===== src/rtl/hazard_pkg.sv =====
// Shared types and constants for the pipeline hazard/forwarding controller.
package hazard_pkg;

  // EX operand source selects
  localparam logic [1:0] FWD_RF  = 2'b00;
  localparam logic [1:0] FWD_WB  = 2'b01;
  localparam logic [1:0] FWD_MEM = 2'b10;

  // Register fields are held at a fixed width; narrower REG_AW values are zero-extended.
  localparam int unsigned SHADOW_AW = 8;

  // Destination/source metadata of one in-flight instruction
  typedef struct packed {
    logic                 valid;
    logic [SHADOW_AW-1:0] rd;
    logic [SHADOW_AW-1:0] rs1;
    logic [SHADOW_AW-1:0] rs2;
    logic                 reg_write;
    logic                 mem_read;
  } stage_t;

  localparam stage_t BUBBLE = '0;

  // Pick the youngest producer of src; x0 is never forwarded.
  function automatic logic [1:0] fwd_select(
    input logic [SHADOW_AW-1:0] src,
    input logic                 mem_valid,
    input logic                 mem_reg_write,
    input logic [SHADOW_AW-1:0] mem_rd,
    input logic                 wb_valid,
    input logic                 wb_reg_write,
    input logic [SHADOW_AW-1:0] wb_rd
  );
    if (mem_valid && mem_reg_write && (mem_rd != '0) && (mem_rd == src)) return FWD_MEM;
    if (wb_valid && wb_reg_write && (wb_rd != '0) && (wb_rd == src)) return FWD_WB;
    return FWD_RF;
  endfunction

endpackage


===== src/rtl/sat_counter.sv =====
// Saturating up-counter with synchronous reset and clear.
module sat_counter #(
  parameter int unsigned W = 16
) (
  input  logic         clk,
  input  logic         rst,
  input  logic         clr,
  input  logic         inc,
  output logic [W-1:0] q
);

  // Clear wins over increment; hold at all-ones once reached
  always_ff @(posedge clk) begin
    if (rst || clr) begin
      q <= '0;
    end else if (inc && (q != '1)) begin
      q <= q + W'(1);
    end
  end

endmodule


===== src/rtl/hazard_fwd_unit.sv =====
// Hazard detection, operand forwarding and stall/flush accounting for the 5-stage pipe.
module hazard_fwd_unit
  import hazard_pkg::*;
#(
  parameter int unsigned REG_AW    = 5,
  parameter bit          BR_IN_MEM = 1'b0,
  parameter int unsigned CNT_W     = 16
) (
  input  logic              clk,
  input  logic              rst,
  input  logic              id_valid,
  input  logic [REG_AW-1:0] id_rs1,
  input  logic [REG_AW-1:0] id_rs2,
  input  logic [REG_AW-1:0] id_rd,
  input  logic              id_uses_rs1,
  input  logic              id_uses_rs2,
  input  logic              id_reg_write,
  input  logic              id_mem_read,
  input  logic              redirect,
  input  logic              mem_busy,
  input  logic              clr_cnt,
  output logic              pc_en,
  output logic              ifid_en,
  output logic              ifid_flush,
  output logic              idex_flush,
  output logic              exmem_flush,
  output logic [1:0]        fwd_a,
  output logic [1:0]        fwd_b,
  output logic [CNT_W-1:0]  stall_cnt,
  output logic [CNT_W-1:0]  flush_cnt
);

  stage_t id_s;
  stage_t ex_q;
  stage_t mem_q;
  stage_t wb_q;

  logic load_use;
  logic redirect_acc;
  logic load_use_acc;

  // Fields not needed by any hazard check in later stages
  logic unused_fields;
  assign unused_fields = ^{ex_q.reg_write, mem_q.rs1, mem_q.rs2, mem_q.mem_read,
                           wb_q.rs1, wb_q.rs2, wb_q.mem_read};

  // ID-stage metadata widened to shadow width
  always_comb begin
    id_s           = BUBBLE;
    id_s.valid     = id_valid;
    id_s.rd        = SHADOW_AW'(id_rd);
    id_s.rs1       = SHADOW_AW'(id_rs1);
    id_s.rs2       = SHADOW_AW'(id_rs2);
    id_s.reg_write = id_reg_write;
    id_s.mem_read  = id_mem_read;
  end

  // Hazard detection and pipeline register control
  always_comb begin
    load_use = id_valid && ex_q.valid && ex_q.mem_read && (ex_q.rd != '0) &&
               ((id_uses_rs1 && (id_s.rs1 == ex_q.rd)) ||
                (id_uses_rs2 && (id_s.rs2 == ex_q.rd)));
    // A frozen pipe accepts nothing; a redirect squashes the dependent load-use victim anyway
    redirect_acc = redirect && !mem_busy;
    load_use_acc = load_use && !redirect && !mem_busy;

    pc_en       = !mem_busy && !load_use_acc;
    ifid_en     = !mem_busy && !load_use_acc;
    ifid_flush  = redirect_acc;
    idex_flush  = redirect_acc || load_use_acc;
    exmem_flush = redirect_acc && BR_IN_MEM;
  end

  // Operand forwarding from the EX shadow's sources
  always_comb begin
    fwd_a = fwd_select(ex_q.rs1, mem_q.valid, mem_q.reg_write, mem_q.rd,
                       wb_q.valid, wb_q.reg_write, wb_q.rd);
    fwd_b = fwd_select(ex_q.rs2, mem_q.valid, mem_q.reg_write, mem_q.rd,
                       wb_q.valid, wb_q.reg_write, wb_q.rd);
  end

  // Shadow stage registers advance with the pipe, hold while memory is busy
  always_ff @(posedge clk) begin
    if (rst) begin
      ex_q  <= BUBBLE;
      mem_q <= BUBBLE;
      wb_q  <= BUBBLE;
    end else if (!mem_busy) begin
      wb_q  <= mem_q;
      mem_q <= exmem_flush ? BUBBLE : ex_q;
      ex_q  <= idex_flush ? BUBBLE : id_s;
    end
  end

  sat_counter #(.W(CNT_W)) u_stall_cnt (
    .clk (clk),
    .rst (rst),
    .clr (clr_cnt),
    .inc (mem_busy || load_use_acc),
    .q   (stall_cnt)
  );

  sat_counter #(.W(CNT_W)) u_flush_cnt (
    .clk (clk),
    .rst (rst),
    .clr (clr_cnt),
    .inc (redirect_acc),
    .q   (flush_cnt)
  );

endmodule

===== config.mk =====
export PLATFORM = sky130hd
export DESIGN_NAME = hazard_fwd_unit
export DESIGN_NICKNAME = d
export VERILOG_FILES = /design/src/rtl/hazard_pkg.sv /design/src/rtl/sat_counter.sv /design/src/rtl/hazard_fwd_unit.sv
export SDC_FILE = /design/constraint.sdc
export NUM_CORES = 1
export LEC_CHECK = 0
export CORE_ASPECT_RATIO = 0.7
export CORE_MARGIN = 1.5
export CORE_UTILIZATION = 35
export DETAILED_ROUTE_END_ITERATION = 6
export DONT_BUFFER_PORTS = 1
export GPL_TIMING_DRIVEN = 0
export PLACE_DENSITY_LB_ADDON = 0.2
export SYNTH_ARGS = -nofsm -noshare
export SYNTH_HDL_FRONTEND = slang
export SYNTH_SLANG_ARGS = --single-unit

===== constraint.sdc =====
create_clock -name clk -period 4.8 [get_ports clk]
set_input_delay 0.48 -clock clk [delete_from_list [all_inputs] [get_ports clk]]
set_output_delay 0.48 -clock clk [all_outputs]
set_load 0.02 [all_outputs]

==> impl_metrics.csv <==
group,metric,value,unit
global_routing,antenna_found_initial,0,
worst_setup_path,worstSetupPathType,"reg -> out",
drt,drc,0,
synthesis,ys.flop_type,"dfxtp_1",
clocking,ctsHoldBuffers,0,
worst_setup_path,regToRegEndpoint,"u_stall_cnt.q[0]$_SDFFE_PP0P_",
timing,clock_skew,6.181,ps
synthesis,synth_top_cell_by_area,"dfxtp_1",
synthesis,synth.top_cells.by_count,"64 x dfxtp_1, 54 x nor2_1, 33 x mux2i_1",
timing,fin_crit_sh,0.6249,
power,sw_frac_of_total,0.2550,
synthesis,syn_area,3181,sq um
place,dp_hpwl,5668,microns
drt,detail_route.vias_per_cell,5.140,
drt,wl_per_cell,15.86,microns
worst_setup_path,start_kind,"flip-flop",
clocking,h-tree-depth,3,
synthesis,syn_nets,375,
worst_setup_path,worstPathArrival,2520,ps
worst_setup_path,end_kind,"output port",
clocking,numCtsBuffers,9,
clocking,cts-root-buf,"clkbuf_16",
synthesis,yosysTopAreaCellShare,0.4028,
clocking,cts.sinks,64,
synthesis,avgSynthCellArea,9.140,sq um
power,ir_drop,175.8,uV
min_path,hold_path.class,"in -> reg",
power,power_switching,0.0003185,W
floorplan,dieArea,9677,sq um
worst_setup_path,cp_max_fo,5,
place,io_buffer_count,0,
clocking,post_cts_buffers,0,
outcome,status,"completed",
worst_setup_path,worst_ep_required_time,4320,ps
timing,tns,0,ps
power,powerDensity,345.8,nW/um^2
power,p_clk_frac,0.487,
clocking,cts_tree,"built",
synthesis,synth_enable_flop_cells,0,
floorplan,floorplan.initialDensity,0.3690,
synthesis,yosysMostFrequentCell,"dfxtp_1",
cells_and_area,finish.utilization,0.4191,
floorplan,io_pins,66,
timing,finalSetupViolations,0,
clocking,clk_pin_slew,60,ps
timing,max-slew-margin-rel,0.3039,
cells_and_area,fin_nets,386,
synthesis,yosysWarnings,0,
synthesis,synth_seq_cells,64,
timing,drv_slew,0,
timing,max_freq,333.4,MHz
worst_setup_path,r2r_cells,8,
synthesis,synth_cell_types,51,
clocking,cts-resized-gates,0,
power,comb_power_share,0.065,
timing,rsz0062_at_grt,"no",
global_routing,grt-ovfl-total,0,
drt,drt_first_pass_iters,4,
synthesis,netlist_instances,348,
floorplan,core,8618,sq um
clocking,cts_buffer_depth,2,
timing,period_needed,2999,ps
synthesis,synth_area_leaders,"dfxtp_1 40%, mux2i_1 10%, nor2_1 6.4%",
cells_and_area,drive_above_1_share,0.1374,
timing,hold_slack,290.7,ps
global_routing,grt_pass1_wl,12320,microns
timing,hold_viol_final,0,
power,power_leakage,1.375,nW
synthesis,yosysSeqAreaShare,0.4028,
cells_and_area,syn2layout_area_growth,13.57,%
worst_setup_path,crit_end,"fwd_b[0]",
worst_setup_path,ff2ff_setup_slack,2270,ps
cells_and_area,diodes,0,
global_routing,track_usage,0.1718,
timing,tightestPinTransition,1035,ps
min_path,min_from,"id_rd[3]",
clocking,insertion_delay,330,ps
synthesis,ys_async_sr_fraction,0,
drt,drt_iter0_drc,99,
power,pwr-share-seq,0.448,
floorplan,die_w,116.9,microns
place,gp_congestion,0.8521,
floorplan,die_h,82.76,microns
power,p_int,0.0009307,W
worst_setup_path,r2r_start,"u_stall_cnt.q[0]$_SDFFE_PP0P_",
drt,vias,2488,
global_routing,grt_max_degree,14,
worst_setup_path,worstSetupStartpoint,"mem_q[22]$_SDFFE_PP0N_",
drt,totalWireLength,7674,microns
floorplan,num_rows,28,
run,cap_violations,0,
drt,ant_nets,0,
global_routing,grt_pass1_vias,2303,
## power groups by stage
stage	combinational [W]	clock, W	sequential [W]
2_1_floorplan	0.0000670	0	0.000565
3_3_place_gp	0.0000811	0	0.000571
3_5_place_dp	0.0000817	0	0.000571
4_1_cts	0.0000821	0.000624	0.000559
5_1_grt	0.0000910	0.000650	0.000561
6_report	0.0000814	0.000608	0.000559
## sequential cells by signal, indices dropped and copies added (netlist names)
register,count
mem_q,7
u_stall_cnt.q,16
ex_q,18
wb_q,7
u_flush_cnt.q,16
## worst max-delay path, cell delays in order, from the launching register on
cell	delay [ps]
dfxtp_1	370
or4_1	540
o211ai_1	250
nor4_1	200
nor4_1	830
## per-layer routing
layer	GRT usage	up-vias	share of wire
li1	-	1251	-
met3	0.08175	10	0.091
met4	0.06024	0	0.015
met5	0	-	0
met2	0.2211	64	0.38
met1	0.2439	1163	0.51
## logic make-up (layout without fill, tap and decap cells)
| kind of cell | Yosys count | in the layout | synth area share |
|---|---|---|---|
| AND/OR/NAND/NOR | 141 | 141 | 0.2321 |
| flip-flops | 64 | 64 | 0.4028 |
| AO/OA/AOI/OAI | 44 | 44 | 0.1042 |
| XOR/XNOR | 43 | 43 | 0.1184 |
| multiplexers | 33 | 33 | 0.1039 |
| buffers and inverters | 20 | 36 | 0.02950 |
| adder cells (fa/ha/maj) | 2 | 2 | 0.007867 |
| other | 1 | 1 | 0.001179 |
## worst min-delay path by stage
stage,endpoint,slack (ps),cells after the start
after global routing,ex_q[21]$_SDFFE_PP0N_,290,2
after global placement,mem_q[1]$_SDFFE_PP0N_,470,2
final,ex_q[21]$_SDFFE_PP0N_,290,2
after detailed placement,mem_q[1]$_SDFFE_PP0N_,490,2
after CTS,ex_q[21]$_SDFFE_PP0N_,280,2
after floorplan,mem_q[1]$_SDFFE_PP0N_,460,2
## area by class of cell
type | count | area (sq um)
Fill cell | 878 | 5006
Sequential cell | 64 | 1281
Clock buffer | 9 | 225.2
Multi-Input combinational cell | 264 | 1805
Inverter | 6 | 22.52
Clock inverter | 7 | 56.30
Tap cell | 120 | 150.1
Buffer | 14 | 71.32
## per-stage QoR
| step | total power (W) | instances | cell area [sq um] | setup WS [ps] |
|---|---|---|---|---|
| finish | 0.001249 | 484 | 3612 | 1801 |
| CTS | 0.001265 | 484 | 3612 | 1755 |
| global route | 0.001302 | 484 | 3612 | 1699 |
| floorplan | 0.0006322 | 348 | 3181 | 2367 |
| global placement | 0.0006516 | 468 | 3331 | 2123 |
| detailed placement | 0.0006526 | 468 | 3331 | 2125 |
## cell usage in the layout, fill, tap and decap left out, drive strengths merged
master / n
nand4b: 1
nand3b: 1
conb: 1
o22ai: 1
a22oi: 1
and3: 5
nand3: 15
ha: 2
buf: 9
or2: 2
clkbuf: 14
dfxtp: 64
or4: 7
o31ai: 2
and2: 2
xor2: 20
nor2: 54
inv: 8
nand2: 14
o21a: 1
nand4: 9
or3: 13
clkinvlp: 4
o211ai: 3
nand2b: 1
o31a: 1
nor3b: 1
xnor2: 23
o21ai: 12
o221a: 1
nor4: 7
a41oi: 1
mux2i: 33
clkinv: 1
a2111oi: 1
a21oi: 18
nor3: 9
o21bai: 1
a21o: 1
Note: power is estimated with default switching activity, not from simulation.
